==> src/rtl/vga_pkg.sv <==
// Shared constants and read-FSM encoding for the VGA pixel path.
package vga_pkg;
  localparam int PIX_W        = 16;
  localparam int H_ACTIVE     = 1024;
  localparam int V_ACTIVE     = 768;
  localparam int FRAME_PIXELS = H_ACTIVE * V_ACTIVE;

  typedef enum logic [1:0] {
    ST_IDLE  = 2'd0,
    ST_REQ   = 2'd1,
    ST_WAIT  = 2'd2,
    ST_FLUSH = 2'd3
  } rd_state_t;
endpackage

==> src/rtl/sync_fifo.sv <==
// Single-clock FIFO with wrap-bit pointers; dout is registered on pop and reads 0 otherwise.
module sync_fifo #(
  parameter int DATA_W = 16,
  parameter int DEPTH  = 64
) (
  input  logic                    clk,
  input  logic                    rst_n,
  input  logic                    push,
  input  logic                    pop,
  input  logic                    clear,
  input  logic [DATA_W-1:0]       din,
  output logic [DATA_W-1:0]       dout,
  output logic [$clog2(DEPTH):0]  level,
  output logic                    full,
  output logic                    empty
);
  localparam int AW = $clog2(DEPTH);
  localparam logic [AW:0] PTR_ONE = (AW+1)'(1);

  logic [DATA_W-1:0] mem [DEPTH];
  logic [AW:0]       wr_ptr;
  logic [AW:0]       rd_ptr;
  logic              push_ok;
  logic              pop_ok;

  assign level   = wr_ptr - rd_ptr;
  assign empty   = (wr_ptr == rd_ptr);
  assign full    = (wr_ptr[AW] != rd_ptr[AW]) && (wr_ptr[AW-1:0] == rd_ptr[AW-1:0]);
  assign push_ok = push && !full;
  assign pop_ok  = pop && !empty;

  always_ff @(posedge clk) begin
    if (push_ok) mem[wr_ptr[AW-1:0]] <= din;
  end

  always_ff @(posedge clk or negedge rst_n) begin
    if (!rst_n) begin
      wr_ptr <= '0;
      rd_ptr <= '0;
      dout   <= '0;
    end else begin
      dout <= pop_ok ? mem[rd_ptr[AW-1:0]] : '0;
      if (clear) begin
        wr_ptr <= '0;
        rd_ptr <= '0;
      end else begin
        if (push_ok) wr_ptr <= wr_ptr + PTR_ONE;
        if (pop_ok)  rd_ptr <= rd_ptr + PTR_ONE;
      end
    end
  end
endmodule

==> src/rtl/vga_frame_reader.sv <==
// Burst-fetches the frame from memory into a FIFO and serves one pixel per data_req.
module vga_frame_reader
  import vga_pkg::*;
#(
  parameter int DATA_W       = PIX_W,
  parameter int ADDR_W       = 20,
  parameter int FRAME_PIXELS = vga_pkg::FRAME_PIXELS,
  parameter int BASE_ADDR    = 0,
  parameter int BURST_LEN    = 16,
  parameter int FIFO_DEPTH   = 64
) (
  input  logic                          clk,
  input  logic                          rst_n,
  input  logic                          frame_sync,
  input  logic                          data_req,
  output logic [DATA_W-1:0]             pix_data,
  output logic                          mem_req,
  output logic [ADDR_W-1:0]             mem_addr,
  input  logic                          mem_ack,
  input  logic                          mem_rvalid,
  input  logic [DATA_W-1:0]             mem_rdata,
  output logic                          underflow,
  output logic [$clog2(FIFO_DEPTH):0]   fifo_level
);
  localparam int IW = $clog2(FRAME_PIXELS + 1);
  localparam int OW = $clog2(BURST_LEN + 1);
  localparam logic [IW-1:0]     FRAME_I = IW'(FRAME_PIXELS);
  localparam logic [IW-1:0]     BURST_I = IW'(BURST_LEN);
  localparam logic [OW-1:0]     BURST_O = OW'(BURST_LEN);
  localparam logic [OW-1:0]     OUT_ONE = OW'(1);
  localparam logic [ADDR_W-1:0] BURST_A = ADDR_W'(BURST_LEN);
  localparam logic [ADDR_W-1:0] BASE_A  = ADDR_W'(BASE_ADDR);

  rd_state_t     state;
  logic          fs_d;
  logic          flush_pend;
  logic [IW-1:0] issued;
  logic [OW-1:0] outstanding;
  logic          fs_rise;
  logic          dropping;
  logic          fifo_push;
  logic          fifo_pop;
  logic          fifo_clear;
  logic          fifo_empty;
  logic          fifo_full;
  logic          more;
  logic          room;

  assign fs_rise    = frame_sync & ~fs_d;
  // Beats still arriving for the old frame are discarded from the edge cycle on.
  assign dropping   = flush_pend | fs_rise;
  assign fifo_push  = (state == ST_WAIT) && mem_rvalid && !dropping && !fifo_full;
  assign fifo_pop   = data_req && !fifo_empty && (state != ST_FLUSH);
  assign fifo_clear = (state == ST_FLUSH);
  assign more       = (issued < FRAME_I);
  assign room       = (32'(fifo_level) + 32'(outstanding) + 32'(BURST_LEN)) <= 32'(FIFO_DEPTH);

  sync_fifo #(
    .DATA_W (DATA_W),
    .DEPTH  (FIFO_DEPTH)
  ) u_fifo (
    .clk   (clk),
    .rst_n (rst_n),
    .push  (fifo_push),
    .pop   (fifo_pop),
    .clear (fifo_clear),
    .din   (mem_rdata),
    .dout  (pix_data),
    .level (fifo_level),
    .full  (fifo_full),
    .empty (fifo_empty)
  );

  always_ff @(posedge clk or negedge rst_n) begin
    if (!rst_n) begin
      state       <= ST_IDLE;
      fs_d        <= 1'b0;
      flush_pend  <= 1'b0;
      underflow   <= 1'b0;
      mem_req     <= 1'b0;
      mem_addr    <= BASE_A;
      issued      <= '0;
      outstanding <= '0;
    end else begin
      fs_d <= frame_sync;
      if (fs_rise) begin
        flush_pend <= 1'b1;
        underflow  <= 1'b0;
      end
      if (data_req && (fifo_empty || state == ST_FLUSH)) underflow <= 1'b1;

      case (state)
        ST_IDLE: begin
          if (flush_pend || fs_rise) begin
            state <= ST_FLUSH;
          end else if (more && room) begin
            state   <= ST_REQ;
            mem_req <= 1'b1;
          end
        end
        ST_REQ: begin
          if (mem_ack) begin
            state       <= ST_WAIT;
            mem_req     <= 1'b0;
            outstanding <= BURST_O;
            mem_addr    <= mem_addr + BURST_A;
            issued      <= issued + BURST_I;
          end
        end
        ST_WAIT: begin
          if (mem_rvalid) begin
            outstanding <= outstanding - OUT_ONE;
            if (outstanding == OUT_ONE) state <= ST_IDLE;
          end
        end
        ST_FLUSH: begin
          state    <= ST_IDLE;
          mem_addr <= BASE_A;
          issued   <= '0;
          if (!fs_rise) flush_pend <= 1'b0;
        end
        default: state <= ST_IDLE;
      endcase
    end
  end
endmodule

==> config.mk <==
export PLATFORM = sky130hd
export DESIGN_NAME = vga_frame_reader
export DESIGN_NICKNAME = d
export VERILOG_FILES = /design/src/rtl/vga_pkg.sv /design/src/rtl/sync_fifo.sv /design/src/rtl/vga_frame_reader.sv
export SDC_FILE = /design/constraint.sdc
export NUM_CORES = 1
export LEC_CHECK = 0
export BUFFER_PORTS_ARGS = -buffer_cell sky130_fd_sc_hd__buf_2
export CAP_MARGIN = 5
export CORE_MARGIN = 1.5
export CORE_UTILIZATION = 48
export DETAILED_ROUTE_END_ITERATION = 12
export PLACE_DENSITY = 0.69
export SYNTH_ARGS = -nofsm -noshare
export SYNTH_HDL_FRONTEND = slang
export SYNTH_SLANG_ARGS = --single-unit
==> constraint.sdc <==
create_clock -name clk -period 5.21 [get_ports clk]
set_input_delay 0.521 -clock clk [delete_from_list [all_inputs] [get_ports clk]]
set_output_delay 0.521 -clock clk [all_outputs]
set_load 0.05 [all_outputs]
==> results.toml <==
[synthesis]
synth_compound_area_frac = 0.0224
yosys.area_share.adder = 0.00728
ys_ff_latch = 1097
synth_xor_area_frac = 0.00951
synth_cell_type_count = 54
ys_seq_area_frac = 0.752
synthesis.area_um2 = 43300
ys.flop_type = "edfxtp_1"
syn_area_per_cell_um2 = 20.1
yosys.area_share.simple = 0.0386
syn_inst = 2150
muxShareOfSynthArea = 0.153
synth_top_family_by_area = "multiplexers"
async_flop_share = 0.0665
synth-edff-count = 1024
yosys_warnings = 0

[setup_path]
cp_max_fo = 44
cp_data_required_time_ns = 5.73
worstReg2RegEnd = "mem_req"
crit_arrival_ns = 4.60
start_kind = "flip-flop"
r2r_start = "u_fifo.rd_ptr[1]"
cp-end-kind = "flip-flop"
worstSetupPathType = "reg2reg"
worst_r2r_path_depth = 14
reg2reg_slack_ns = 1.13

[placement]
dp_hpwl_mm = 55.8
port_buffers = 62
place.gp.congestion = 0.835
place_ws_ns = 1.21

[cells_and_area]
drive_gt1_frac = 0.252
nNetsFinal = 2363
fillers = 6604
areaGrowthSynthToFinish_pct = 12.9
post-route-util = 0.550
n_antenna_cell = 0

[drt]
ant_nets = 0
wl_per_cell_um = 27.7
first_iter_violations = 2417
wl_mm = 99.1
first_pass_iters = 5
vias = 21561
vias_per_cell = 6.03
drcViolationCount = 0

[cts]
clk_root_buffer_cell = "clkbuf_16"
cts_buffers = 108
clock_path_buffers = 3
cts_resized = 0
path_clk_slew_ns = 0.07
cts_tree = "yes"
clkLatencyLatePin_ns = 0.70
cts_hold_buf = 2
cts_num_sinks = 1097
htree_levels = 3
post-cts-setup-buffers = 0

[worst_hold_path]
hp-start = "data_req"
holdPathEnd = "underflow"
hp-class = "in2reg"
hold_depth = 2

[timing]
worst_slew_pin_slew_ns = 1.31
maxSlewViolCount = 0
fin_skew_ns = 0.0490
period_share = 0.782
fmax_ghz = 0.245
fin_setup_tns_ns = 0
rsz0062_at_grt = "false"
slew_headroom = 0.124
setup_ws_ns = 1.13
finalCriticalPeriod_ns = 4.08
finalSetupViolations = 0
hold_viol = 0

[grt]
grt_usage = 0.220
grt-busiest-layer = "met2"
grt_pass1_vias = 22015
gr-total-overflow = 0
globalRouteMet1Util = 0.305
grt_util_met2 = 0.351
grt_pass1_wl_mm = 146
grt_max_degree = 153
antenna_found_initial = 0
grt_use_met3 = 0.0551

[floorplan]
start_util = 0.487
io_pins = 67
die_area_um2 = 92000
die_h_um = 303
die_x_um = 303
rows = 109
core_um2 = 88900

[status]
status = "complete, no violations"

[power]
p_leak_nw = 16.1
power_density_nw_per_um2 = 498
ir_drop_uv = 419

[flow_run]
max_cap_viol_count = 0
==> routing by layer <==
metal | part of all wire | vias to the layer above
met5 | 0 | -
met4 | 0.025 | 0
met3 | 0.090 | 149
met2 | 0.48 | 962
met1 | 0.40 | 11394
li1 | - | 9056
==> cells in the final DEF, fill, tap and decap left out, drive strengths merged, types with 3 or more instances in the layout <==
cell / count
nor2: 176
o32ai: 4
nand3b: 3
xor2: 31
o21ai: 14
nor3: 8
and3: 18
clkbuf: 139
nand4: 9
o22ai: 4
inv: 27
or3: 5
conb: 4
a32oi: 3
a22oi: 10
a311oi: 12
clkinvlp: 5
clkinv: 41
ha: 22
dfrtp: 73
o211ai: 10
o21a: 5
nor4: 3
and2: 8
nand2: 119
mux4: 276
bufinv: 13
buf: 163
a21oi: 30
nand3: 27
xnor2: 16
nand2b: 4
edfxtp: 1024
mux2i: 41
a2111oi: 11
nor2b: 5
a22o: 3
a31oi: 22
==> logic make-up after synthesis <==
logic type	after synthesis
DFF	1097
and+or+nand+nor	390
muxes	317
AOI/OAI and AO/OA	139
buffers and inverters	135
xor gates and xnor gates	47
adders and majority gates	24
other	1
==> final cells by class <==
class / instances / area (um^2) / share of cell area
flip-flops and latches: 1097 / 32600 / 0.667
inverters: 24 / 92.6 / 0.00189
repair buffers: 165 / 1130 / 0.0231
clock inverters: 62 / 707 / 0.0145
multi-input cells: 921 / 10000 / 0.205
clock buffers: 139 / 2900 / 0.0594
well taps: 1165 / 1460 / 0.0298
==> worst max-delay path by stage <==
stage                           from      end  slack [ns]  cells past startpoint
global route        u_fifo.rd_ptr[1]  mem_req        0.82                     14
CTS                 u_fifo.rd_ptr[1]  mem_req        1.14                     14
detailed placement  u_fifo.rd_ptr[1]  mem_req        1.21                     14
finish              u_fifo.rd_ptr[1]  mem_req        1.13                     14
floorplan           u_fifo.rd_ptr[1]  mem_req        0.59                     17
global placement    u_fifo.rd_ptr[1]  mem_req        1.34                     14
==> synth_stat cells, types with 8 or more instances <==
| library cell | instances | share of area |
|---|---|---|
| mux4_2 | 276 | 0.14 |
| dfrtp_1 | 73 | 0.042 |
| nand3_1 | 27 | 0.0031 |
| nand4_1 | 9 | 0.0013 |
| ha_1 | 22 | 0.0064 |
| o211ai_1 | 10 | 0.0017 |
| inv_1 | 22 | 0.0019 |
| nor2_1 | 176 | 0.015 |
| a21oi_1 | 30 | 0.0035 |
| a22oi_1 | 10 | 0.0017 |
| nor3_1 | 8 | 0.00092 |
| a311oi_1 | 10 | 0.0020 |
| xor2_1 | 31 | 0.0063 |
| o21ai_0 | 14 | 0.0016 |
| and2_1 | 8 | 0.0012 |
| mux2i_1 | 41 | 0.0095 |
| and3_1 | 18 | 0.0026 |
| xnor2_1 | 16 | 0.0032 |
| buf_1 | 12 | 0.0010 |
| a31oi_1 | 22 | 0.0032 |
| edfxtp_1 | 1024 | 0.71 |
| nand2_1 | 119 | 0.010 |
| buf_6 | 13 | 0.0034 |
| buf_2 | 30 | 0.0035 |
| buf_4 | 20 | 0.0035 |
| clkbuf_1 | 36 | 0.0031 |
| a2111oi_0 | 11 | 0.0022 |
==> critical path, cell delays in order (launching register included) <==
cell and delay (ns):
dfrtp_4 0.87, inv_1 0.15, ha_1 0.33, nor2b_1 0.13
o21ai_0 0.18, nand2b_1 0.12, xor2_1 0.19, ha_1 0.27
ha_1 0.35, nand2b_1 0.10, a21oi_1 0.17, xor2_1 0.12
o32ai_1 0.37, mux2i_1 0.14, o41ai_1 0.41
==> power breakdown <==
part / internal [W] / total (W) / leakage [nW] / switching, W
clock: 0.00459 / 0.00785 / 1.75 / 0.00327
combinational: 0.00271 / 0.00649 / 4.20 / 0.00378
sequential: 0.00978 / 0.00998 / 10.2 / 0.000205
total: 0.0171 / 0.0243 / 16.1 / 0.00725
==> sequential cells by signal (all words and copies together), names as in the netlist <==
signal	count
u_fifo.wr_ptr	7
u_fifo.dout	16
u_fifo.mem	1024
mem_req	1
fs_d	1
outstanding	5
flush_pend	1
issued	16
state	2
underflow	1
mem_addr	16
u_fifo.rd_ptr	7
==> through the flow <==
step | total power [W] | cells | area, um^2 | hold WS, ns
detailed placement | 0.0167 | 3370 | 45300 | 0.479
global route | 0.0253 | 3573 | 48900 | 0.142
floorplan | 0.0150 | 2153 | 43300 | 0.225
global placement | 0.0166 | 3370 | 45300 | 0.477
finish | 0.0243 | 3573 | 48900 | 0.150
CTS | 0.0245 | 3573 | 48900 | 0.118
Note: power is estimated with default switching activity, not from simulation.
